$ cat config.mk
export PLATFORM = sky130hd
export DESIGN_NAME = dynamic_bpredictor
export DESIGN_NICKNAME = d
export VERILOG_FILES = /design/src/rtl/dynamic_bpredictor.sv
export SDC_FILE = /design/constraint.sdc
export NUM_CORES = 1
export LEC_CHECK = 0
export CAP_MARGIN = 20
export CORE_MARGIN = 8
export CORE_UTILIZATION = 42
export CTS_CLUSTER_SIZE = 25
export DETAILED_ROUTE_END_ITERATION = 6
export GPL_ROUTABILITY_DRIVEN = 0
export PLACE_DENSITY = 0.7
export SYNTH_ARGS = -nofsm -noshare
export SYNTH_HDL_FRONTEND = slang
export SYNTH_SLANG_ARGS = --single-unit
$ cat constraint.sdc
create_clock -name clk -period 5.7 [get_ports clk]
set_input_delay 1.14 -clock clk [delete_from_list [all_inputs] [get_ports clk]]
set_output_delay 1.14 -clock clk [all_outputs]
set_load 0.02 [all_outputs]
$ cat src/rtl/dynamic_bpredictor.sv
// Dynamic branch predictor: 2-bit counter BHT indexed by PC, trained by EXU resolutions.
// Optional gshare indexing with a non-speculative global history: PQR5_BP_GSHARE_EN.
module dynamic_bpredictor #(
  parameter int         XLEN      = 32,
  parameter int         BHT_DEPTH = 64,
  parameter logic [1:0] CNT_INIT  = 2'b01,
  parameter int         GHR_W     = 6,
  localparam int        IDXW      = $clog2(BHT_DEPTH)
) (
  input  logic            clk,
  input  logic            aresetn,
  input  logic            i_stall,
  input  logic            i_is_op_jal,
  input  logic            i_is_op_branch,
  input  logic [XLEN-1:0] i_immJ,
  input  logic [XLEN-1:0] i_immB,
  input  logic            i_instr_valid,
  input  logic [XLEN-1:0] i_pc,
  input  logic            i_upd_valid,
  input  logic [IDXW-1:0] i_upd_idx,
  input  logic            i_upd_taken,
  output logic [XLEN-1:0] o_branch_pc,
  output logic            o_branch_taken,
  output logic            o_flush,
  output logic [IDXW-1:0] o_bht_idx
);

  logic [1:0]      bht [BHT_DEPTH];
  logic [IDXW-1:0] idx;
  logic [1:0]      look_cnt;
  logic [1:0]      upd_cur;
  logic [1:0]      upd_cnt;
  logic [XLEN-1:0] offset;
  logic [XLEN-1:0] target;
  logic            taken;

`ifdef PQR5_BP_GSHARE_EN
  logic [GHR_W-1:0] ghr;

  assign idx = i_pc[IDXW+1:2] ^ IDXW'(ghr);

  // History advances only on resolved branches, so lookups never see wrong-path bits
  generate
    if (GHR_W == 1) begin : g_ghr1
      always_ff @(posedge clk or negedge aresetn) begin
        if (!aresetn)
          ghr <= '0;
        else if (i_upd_valid)
          ghr <= i_upd_taken;
      end
    end else begin : g_ghrn
      always_ff @(posedge clk or negedge aresetn) begin
        if (!aresetn)
          ghr <= '0;
        else if (i_upd_valid)
          ghr <= {ghr[GHR_W-2:0], i_upd_taken};
      end
    end
  endgenerate
`else
  localparam int unused_ghr_w = GHR_W;

  assign idx = i_pc[IDXW+1:2];
`endif

  assign look_cnt = bht[idx];
  assign upd_cur  = bht[i_upd_idx];

  always_comb begin
    upd_cnt = upd_cur;
    if (i_upd_taken && upd_cur != 2'b11)
      upd_cnt = upd_cur + 2'b01;
    else if (!i_upd_taken && upd_cur != 2'b00)
      upd_cnt = upd_cur - 2'b01;
  end

  always_comb begin
    offset = '0;
    unique case (1'b1)
      i_is_op_jal:    offset = i_immJ;
      i_is_op_branch: offset = i_immB;
      default:        offset = '0;
    endcase
  end

  assign target = i_pc + offset;
  assign taken  = i_instr_valid &
                  (i_is_op_jal | (i_is_op_branch & look_cnt[1]));

  // Lookup reads the pre-update value: the write lands at this edge
  always_ff @(posedge clk or negedge aresetn) begin
    if (!aresetn) begin
      for (int i = 0; i < BHT_DEPTH; i++)
        bht[i] <= CNT_INIT;
    end else if (i_upd_valid) begin
      bht[i_upd_idx] <= upd_cnt;
    end
  end

  always_ff @(posedge clk or negedge aresetn) begin
    if (!aresetn) begin
      o_branch_pc    <= '0;
      o_branch_taken <= 1'b0;
      o_bht_idx      <= '0;
    end else if (!i_stall) begin
      o_branch_pc    <= target;
      o_branch_taken <= taken;
      o_bht_idx      <= idx;
    end
  end

  // Flush self-clears so it can never be high on two consecutive cycles
  always_ff @(posedge clk or negedge aresetn) begin
    if (!aresetn)
      o_flush <= 1'b0;
    else if (o_flush)
      o_flush <= 1'b0;
    else if (!i_stall)
      o_flush <= taken;
  end

endmodule
## Word-level counts from Yosys, hierarchy flattened

Index checks and enable logic that the tools add are counted.

- Bitwise logic cells: 5
- Order comparisons: 3
- Equality and inequality tests: 1
- Reduce and logical (&&, ||, !) cells: 5
- Mux-type cells: 14
- Shifts and indexed selects: 0
- Add/subtract/negate cells: 3
- Multiply operators: 0
- Div/mod/pow operators: 0

Operators by type and width:

| cell | count |
|---|---|
| $bwmux 128 | 1 |
| $pmux 32 s2 | 1 |
| $add 32x32->32 | 1 |
| $bmux 2 s6 | 2 |
| $ge 7x7->1 const B | 2 |
| $mux 2 | 7 |
| $not 6->7 | 2 |
| $demux 2 s6 | 1 |
| $lt 7x1->1 const B | 1 |
| $logic_and 1x1->1 | 3 |
| $add 2x1->2 const B | 1 |
| $and 1x1->1 | 2 |
| $mux 1 | 2 |
| $ne 2x2->1 const B | 1 |
| $reduce_bool 2->1 | 1 |
| $sub 2x1->2 const B | 1 |
| $logic_not 1->1 | 1 |
| $or 1x1->1 | 1 |

- Memory bits (read-only): 0
- Bits in writable memories: 0
- Register bits: 168
- Bits in latches: 0
- Input port bits: 110
- Logic and storage cells: 99
- Memories kept: 0
- Output and inout bits: 40

## Depth between registers and ports, before layout

Gate-level depths: netlist of run 1.

- Depth in word-level cells: 9
- Gate-level depth with buffers: 16
- Gate-level depth less buffers: 11

## Least setup slack after synthesis of run 1

No wires, ideal clock.

- Path type: input-to-reg
- Start point: in i_is_op_branch
- End point: reg o_branch_pc[24]
- Slack: 1.714 ns
- Arrival: 3.852 ns
- Cell stages on the path: 11
- Library setup time: 0.134 ns
- Buffers on the path: 2
- Data required time: 5.566 ns
- Cells stage by stage: clkbuf_1 clkbuf_1 a22o_1 fa_1 a211oi_1 o21bai_1 a311o_1 a221o_1 a221oi_1 xor2_1 o21ai_0

- Word-level cells in the longest chain between the ends: 2

Ends and longest elaborated chain:

| item | RTL line | RTL |
|---|---|---|
| from (decl) | 14 | `input logic i_is_op_branch,` |
| $pmux 32 s2 | 79 | `unique case (1'b1)` |
| $add 32x32->32 | 86 | `assign target = i_pc + offset;` |
| to (signal assigned) | 106 | `o_branch_pc <= target;` |
| to (decl) | 22 | `output logic [XLEN-1:0] o_branch_pc,` |

Every way passes these cells.
A chain may end at the register's enable or synchronous reset.

## Final worst setup path of run 1

- Start point: in i_upd_idx[0]
- End point: reg bht[52] (netlist bit)

- Word-level cells in the longest chain between the ends: 9
- Elaborated cells on any way between the ends: 18
- Classes of those cells: add/sub: 2; order compare: 2; eq/ne: 1; mux: 8; bitwise: 1; reduce/logical: 4

Ends and longest elaborated chain:

| item | RTL line | RTL |
|---|---|---|
| from (decl) | 20 | `input logic [IDXW-1:0] i_upd_idx,` |
| $not 6->7 (not written as such) * | 67, 96 |  |
| parallel branches: the longest is 7 deep, another holds $sub 2x1->2 | -- |  |
| $bwmux 128 * | 96 | `bht[i_upd_idx] <= upd_cnt;` |
| to (signal, indexed assignment) | 96 |  |
| to (decl) | 28 | `logic [1:0] bht [BHT_DEPTH];` |

Mark *: on every way between the ends. The select of a mux whose other input is x is not followed.

==> implementation parameters, run 1 <==
Parameter                              Value

Power
  Total power divided by cell area ... 326 nW/µm²
  Worst supply voltage drop on vdd ... 234 µV
  Leak pwr ... 5.32 nW

Drt
  Final ANT Viol Nets ... 0
  Violation count after the first detailed-route iteration ... 650
  Final routed DRC violation total ... 0
  Vias per std cell ... 5.83
  Pre-antenna DRT Iters ... 7
  Total via count after detailed routing ... 8710
  Total Routed Length ... 31.3 mm
  DR WL/cell ... 21.0 µm

Timing
  Final critical path time including I/O delays and setup ... 4.53 ns
  Setup violation total in the final timing report ... 0
  Number of hold-slack violations in the final timing report ... 0
  Final worst-path cycle share ... 79.5%
  Worst Max-Slew Pin Slew ... 1.09 ns
  Slew headroom ... 27.2%
  Accumulated negative setup slack ... 0 ns
  Slew Limit Fails ... 0
  Least setup slack across all paths after layout ... 1.17 ns
  Setup repair after global routing missed its margin ... false
  Maximum operating frequency ... 0.221 GHz
  Final-layout worst hold slack ... 0.433 ns
  Post-route clock skew ... 0.0147 ns

Floorplanning
  Die height ... 174 µm
  # rows ... 58
  Die X-Extent ... 174 µm
  Core Region ... 24900 µm²
  Io pins ... 150
  Starting density of the core ... 42.4%
  Die area ... 30400 µm²

Finish
  Combined area of the multi-input logic cells ... 5850 µm²
  Number of filler cells placed in the layout ... 2258
  Post-route standard cell area excluding fillers ... 12900 µm²
  Sequential standard cell area ... 4280 µm²
  Ratio of cells with drive above 1 in the final layout ... 21.3%
  Layout overhead on the synthesized area ... 21.9%
  Number of nets in the final layout ... 1296
  Count of inserted antenna diode cells ... 0

Worst setup path
  Longest individual stage delay on the worst path ... 0.74 ns
  Worst-path maximum fanout ... 31
  Crit path max-delay cell type ... sky130_fd_sc_hd__buf_2
  Required @ worst endpoint ... 6.03 ns
  Library cell appearing most often on the critical path ... sky130_fd_sc_hd__inv_1
  CP startpoint kind ... primary input
  Worst reg2reg path depth ... 12
  Instance count on the critical path ... 13
  Kind of end point of the critical path ... flop
  Ordered cell list for the critical path ... buf_2, mux4_2, mux2i_1, o22ai_1, a21oi_1, nand4b_1, inv_1, ha_1, inv_1, o21a_1, xnor2_4, buf_4, o21ai_0
  Setup Crit Path Kind ... primary input to flop
  CP Data Arrival Time ... 4.86 ns
  Largest delay contributor family on the critical path ... buffers and inverters
  Sum of buffers and inverters on the critical path ... 4

Placement
  Input/output buffers ... 149
  Placed wire-length estimate ... 22.6 mm
  Instance area after placement ... 12200 µm²
  Worst slack at placement ... 0.763 ns

Synth
  Fraction of the yosys area taken by sequential cells ... 40.6%
  Adder-cell area share of the yosys netlist ... 4.11%
  Post-synth top area cell ... sky130_fd_sc_hd__dfrtp_1
  Avg Cell Area, Syn ... 10.3 µm²
  Most instantiated library cell after synthesis ... sky130_fd_sc_hd__nand2_1
  Post-Syn Nets ... 1172
  Most instantiated cells after synthesis ... 180 x sky130_fd_sc_hd__nand2_1, 104 x sky130_fd_sc_hd__dfrtp_1, 85 x sky130_fd_sc_hd__o21ai_0, 78 x sky130_fd_sc_hd__mux2_2, 64 x sky130_fd_sc_hd__dfstp_2
  Synthesized netlist cell count ... 1028
  Distinct cell type count after synthesis ... 77
  Share of the synthesized area in compound gates (AO/OA/AOI/OAI) ... 16.8%
  Dominant combinational cell family by area after synthesis ... multiplexers
  Area fraction of the dominant cell type after synthesis ... 24.7%
  Primary flip-flop cell chosen by synthesis mapping ... sky130_fd_sc_hd__dfrtp_1
  Parity-gate share of the synthesized area counting xor and xnor cells ... 1.65%
  Total standard cell area after synthesis ... 10500 µm²
  Cell types with the largest area share after synthesis ... sky130_fd_sc_hd__dfrtp_1 25%, sky130_fd_sc_hd__dfstp_2 16%, sky130_fd_sc_hd__mux2_2 8.3%
  Fraction of the mapped netlist area in simple logic gates ... 13.8%
  Asr flop ratio synth ... 100%
  Count of warnings emitted by yosys ... 0
  Count of flip-flops with a built-in enable after synthesis ... 0
  Multiplexer share of the synthesized area ... 18.8%
  Synthesized flop and latch total ... 168

Clock tree
  Root buffer cell ... sky130_fd_sc_hd__clkbuf_16
  Clock transition at the registers of the reported paths ... 0.07 ns
  Post-CTS setup buffers ... 0
  Source-to-sink clock delay at the later pin of the worst-skew pair ... 0.43 ns
  CTS tree ... built
  Number of buffers inserted during clock tree synthesis ... 17
  Num Clock Sinks ... 168
  Cts hold-fix bufs ... 0
  Number of H-tree levels ... 4
  Max Root-Sink Buffers ... 2
  Number of cells upsized or downsized after cts ... 0

Worst hold path
  Hold path depth ... 1
  HP Class ... flop to flop

Global route
  Vias in the first global route ... 8878
  Maximum number of pins on one net before global-route repair ... 83
  First-pass GRT wire length ... 49.5 mm
  Total global routing overflow ... 0
  Overall global routing resource usage ... 20.4%
  Antenna violations before repair ... 0

Run
  Maximum Capacitance Violations ... 0

Run status
  Result of the run ... finished, final reports clean
[cells by family (layout without fill, tap and decap cells)]
| logic type | Yosys count | after routing |
|---|---|---|
| XOR/XNOR | 19 | 19 |
| flip-flops | 168 | 168 |
| adder cells (fa/ha/maj) | 34 | 34 |
| AO/OA/AOI/OAI | 269 | 269 |
| AND/OR/NAND/NOR | 316 | 316 |
| buffers and inverters | 81 | 218 |
| multiplexers | 141 | 141 |
[through the flow]
stage | power (mW) | utilization [%] | std cells
after detailed placement | 2.97 | 49.2 | 1463
after floorplan | 2.49 | - | 1028
after global placement | 2.93 | 49.2 | 1463
after global routing | 4.39 | 51.6 | 1495
after CTS | 4.21 | 51.6 | 1495
final | 4.19 | 51.6 | 1495
[metal layers]
| metal | share of wire [%] | vias to the layer above | GRT usage, % |
|---|---|---|---|
| met5 | 0 | - | 0 |
| met4 | 1.6 | 0 | 5.27 |
| met3 | 7.3 | 40 | 4.34 |
| met2 | 47 | 338 | 33.6 |
| met1 | 44 | 4285 | 26.8 |
| li1 | - | 4047 | - |
[final timing paths]
check / start / slack (ns) / endpoint
worst max-delay path: i_upd_idx[0] / 1.17 / bht[52]$_DFFE_PN1P_
min in group asynchronous: aresetn / 0.76 / o_branch_taken$_DFFE_PN0N_
worst min register to register: o_flush$_DFF_PN0_ / 0.43 / o_flush$_DFF_PN0_
worst min-delay path: o_flush$_DFF_PN0_ / 0.43 / o_flush$_DFF_PN0_
worst max register to register: bht[56]$_DFFE_PN1P_ / 2.32 / bht[52]$_DFFE_PN1P_
max in group asynchronous: aresetn / 3.81 / o_bht_idx[1]$_DFFE_PN0N_
[flip-flops by register name, summed over array words and instances (netlist names)]
signal,count
bht,128
o_branch_pc,32
o_bht_idx,6
o_branch_taken,1
o_flush,1
[where the power goes]
| part | total (mW) | switching (mW) | internal (mW) |
|---|---|---|---|
| clock network | 1.23 | 0.526 | 0.702 |
| logic | 1.26 | 0.659 | 0.601 |
| registers | 1.70 | 0.173 | 1.53 |
| total | 4.19 | 1.36 | 2.83 |
[cell usage in the layout, fill, tap and decap left out, types with 13 or more instances in the layout]
| cell | instances |
|---|---|
| sky130_fd_sc_hd__clkbuf_16 | 17 |
| sky130_fd_sc_hd__a21oi_1 | 38 |
| sky130_fd_sc_hd__a22o_1 | 31 |
| sky130_fd_sc_hd__o21ai_0 | 85 |
| sky130_fd_sc_hd__clkdlybuf4s50_1 | 145 |
| sky130_fd_sc_hd__buf_4 | 21 |
| sky130_fd_sc_hd__a21o_1 | 21 |
| sky130_fd_sc_hd__nand3_1 | 14 |
| sky130_fd_sc_hd__ha_1 | 33 |
| sky130_fd_sc_hd__inv_1 | 16 |
| sky130_fd_sc_hd__nor2_1 | 49 |
| sky130_fd_sc_hd__o21ai_1 | 13 |
| sky130_fd_sc_hd__dfstp_2 | 64 |
| sky130_fd_sc_hd__mux4_2 | 35 |
| sky130_fd_sc_hd__mux2_2 | 78 |
| sky130_fd_sc_hd__mux2i_1 | 25 |
| sky130_fd_sc_hd__dfrtp_1 | 104 |
| sky130_fd_sc_hd__nand2_1 | 180 |
[area by class of cell]
| class | instances | area share, % |
|---|---|---|
| multi-input cells | 779 | 45.5 |
| well taps | 330 | 3.21 |
| repair buffers | 170 | 12.7 |
| flip-flops and latches | 168 | 33.3 |
| inverters | 16 | 0.467 |
| clock inverters | 14 | 1.45 |
| clock buffers | 18 | 3.34 |
Power figures use the tool's default switching activity.
==> inputs of run 2 (changes only) <==
Settings changed: PLACE_DENSITY 0.7 to 0.73.
Clock period 5.7 ns to 3.85 ns, I/O delays scaled along.
==> run 2 against run 1 <==
  * Die area unchanged
  * Design area is 4.7% higher
  * Utilization up 2.4 points
  * Sequential power increased by 48%
  * Count of clock-buffer cells in the layout rose by 3
  * Critical path depth fell by 2
  * Clock power is 32% higher
  * Global-route usage increased by 0.65 points
  * Largest cell class unchanged
  * Largest power group unchanged
==> implementation parameters, run 2 (synthesized netlist as in run 1, its figures left out) <==
Parameter                              Value

Run status
  Result of the run ... finished, final reports clean

Worst setup path
  Crit path max-delay cell type ... sky130_fd_sc_hd__clkdlybuf4s50_1
  Critical Path End ... o_branch_pc[16]$_DFFE_PN0N_
  Worst-path maximum fanout ... 4
  Required @ worst endpoint ... 4.15 ns
  Register-to-register path setup slack ... 0.75 ns
  Setup Crit Path Kind ... primary input to flop
  Critical register-to-register path startpoint ... bht[58]$_DFFE_PN1P_
  Timing startpoint of the critical path ... i_is_op_jal
  Kind of end point of the critical path ... flop
  Sum of buffers and inverters on the critical path ... 2
  Longest individual stage delay on the worst path ... 0.46 ns
  Largest delay contributor family on the critical path ... compound AO/OA/AOI/OAI gates
  Instance count on the critical path ... 11
  CP Data Arrival Time ... 3.95 ns
  Worst reg2reg path depth ... 11
  Ordered cell list for the critical path ... clkdlybuf4s50_1, buf_4, a22o_1, fa_1, a211oi_1, o21bai_1, a311o_1, a221o_1, a41oi_1, xor2_1, o21ai_0
  CP startpoint kind ... primary input
  End of the worst register-to-register path ... bht[85]$_DFFE_PN0P_

Floorplanning
  Die height ... 174 µm
  Core Region ... 24900 µm²
  Die area ... 30400 µm²
  Die X-Extent ... 174 µm
  # rows ... 58
  Io pins ... 150
  Starting density of the core ... 42.4%

Finish
  Top register by number of flip-flops ... bht
  Ratio of cells with drive above 1 in the final layout ... 25.6%
  Utilization of the core after routing ... 54.1%
  Post-route standard cell area excluding fillers ... 13500 µm²
  Number of flip-flops in the largest register ... 128
  Largest regs ... bht: 128 flops, o_branch_pc: 32 flops, o_bht_idx: 6 flops
  Count of inserted antenna diode cells ... 0
  Number of nets in the final layout ... 1368
  Top library cells by usage in the layout, fill and taps aside ... 180 x sky130_fd_sc_hd__nand2_1, 145 x sky130_fd_sc_hd__clkdlybuf4s50_1, 104 x sky130_fd_sc_hd__dfrtp_1, 85 x sky130_fd_sc_hd__o21ai_0, 82 x sky130_fd_sc_hd__buf_4
  Final standard cell count with taps included and fillers excluded ... 1567
  Most common cell after layout, fill and taps aside ... sky130_fd_sc_hd__nand2_1
  Layout overhead on the synthesized area ... 27.6%
  Number of filler cells placed in the layout ... 2148

Drt
  Total via count after detailed routing ... 9047
  Pre-antenna DRT Iters ... 5
  Final routed DRC violation total ... 0
  Final ANT Viol Nets ... 0
  Total Routed Length ... 31.9 mm
  Violation count after the first detailed-route iteration ... 875
  Vias per std cell ... 5.77
  DR WL/cell ... 20.4 µm

Power
  NetSw ... 2.01 mW
  Flop pwr share ... 40.8%
  Switching portion of total power ... 32.6%
  Relative contribution of combinational cells to total power ... 32.9%
  Part of the power in the clock network ... 26.4%
  Internal Dissipation ... 4.15 mW
  PnR Total Power ... 6.16 mW
  Leak pwr ... 5.71 nW
  Total power divided by cell area ... 458 nW/µm²
  Worst supply voltage drop on vdd ... 392 µV

Timing
  Final worst-path cycle share ... 94.6%
  Number of hold-slack violations in the final timing report ... 0
  Final critical path time including I/O delays and setup ... 3.64 ns
  Slew Limit Fails ... 0
  Final-layout worst hold slack ... 0.299 ns
  Setup violation total in the final timing report ... 0
  Post-route clock skew ... 0.0135 ns
  Maximum operating frequency ... 0.275 GHz
  Slew headroom ... 55.2%
  Worst Max-Slew Pin Slew ... 0.672 ns
  Setup repair after global routing missed its margin ... false

Clock tree
  Source-to-sink clock delay at the later pin of the worst-skew pair ... 0.43 ns
  Number of H-tree levels ... 4
  Number of buffers inserted during clock tree synthesis ... 17
  Cts hold-fix bufs ... 0
  Clock transition at the registers of the reported paths ... 0.07 ns
  Number of cells upsized or downsized after cts ... 0
  Max Root-Sink Buffers ... 2
  Root buffer cell ... sky130_fd_sc_hd__clkbuf_16
  Post-CTS setup buffers ... 0
  CTS tree ... built
  Num Clock Sinks ... 168

Global route
  Vias in the first global route ... 9308
  Antenna violations before repair ... 0
  Overall global routing resource usage ... 21.0%
  Maximum number of pins on one net before global-route repair ... 58
  First-pass GRT wire length ... 51.0 mm
  Total global routing overflow ... 0

Run
  Maximum Capacitance Violations ... 0

Placement
  Instance area after placement ... 12900 µm²
  Number of placed instances, taps included ... 1535
  Placed wire-length estimate ... 24.1 mm
  Input/output buffers ... 149

Worst hold path
  HP Class ... primary input to asynchronous set/reset pin
-- run 2: cell types whose count changed in the layout (fill, tap and decap cells not counted), moves of 2 or more --
cell                         previous run  this run
sky130_fd_sc_hd__buf_12                 0        11
sky130_fd_sc_hd__buf_4                 21        82
sky130_fd_sc_hd__bufinv_16              3         0
sky130_fd_sc_hd__clkbuf_8               0         2
sky130_fd_sc_hd__clkinv_2               0         2
sky130_fd_sc_hd__clkinvlp_4             4         1
sky130_fd_sc_hd__inv_6                  3         5
sky130_fd_sc_hd__inv_8                  2         0
sky130_fd_sc_hd__nor3_1                 8        10
sky130_fd_sc_hd__nor3_2                 2         0
-- run 2: layout make-up --
class                           count  area, µm²  area share (%)
Multi-Input combinational cell    779       5840            43.4
Sequential cell                   168       4280            31.8
Timing Repair Buffer              242       2310            17.2
Clock buffer                       21        460            3.42
Tap cell                          330        413            3.07
Clock inverter                     11       87.6           0.651
Inverter                           16       60.1           0.446
-- run 2: metrics by stage --
stage | TNS, ns | setup slack [ns]
floorplan | 0 | 0.234
global placement | -2.80 | -0.184
detailed placement | -10.96 | -0.233
CTS | 0 | 0.210
global route | 0 | 0.0212
finish | 0 | 0.208
-- run 2: worst min path at each step --
stage                        start                    endpoint  slack (ns)  cells after the start
6_report                   aresetn  o_branch_taken$_DFFE_PN0N_        0.30                      1
5_1_grt                    aresetn  o_branch_taken$_DFFE_PN0N_        0.34                      1
4_1_cts                    aresetn  o_branch_taken$_DFFE_PN0N_        0.32                      1
3_5_place_dp     o_flush$_DFF_PN0_           o_flush$_DFF_PN0_        0.43                      1
3_3_place_gp     o_flush$_DFF_PN0_           o_flush$_DFF_PN0_        0.43                      1
2_1_floorplan  bht[56]$_DFFE_PN1P_         bht[56]$_DFFE_PN1P_        0.44                      2
-- run 2: power groups by stage --
stage                     Combinational (mW)  Clock, mW  Sequential, mW
after floorplan                         1.13          0            2.55
after global placement                  1.97          0            2.51
after detailed placement                2.02          0            2.53
after CTS                               2.03       1.65            2.51
after global routing                    2.20       1.72            2.56
final                                   2.03       1.62            2.51
-- run 2: routing by layer --
layer / track usage, % / part of all wire (%)
met5: 0 / 0
met4: 5.49 / 2.0
met3: 4.19 / 8.3
met2: 34.6 / 47
met1: 27.8 / 42
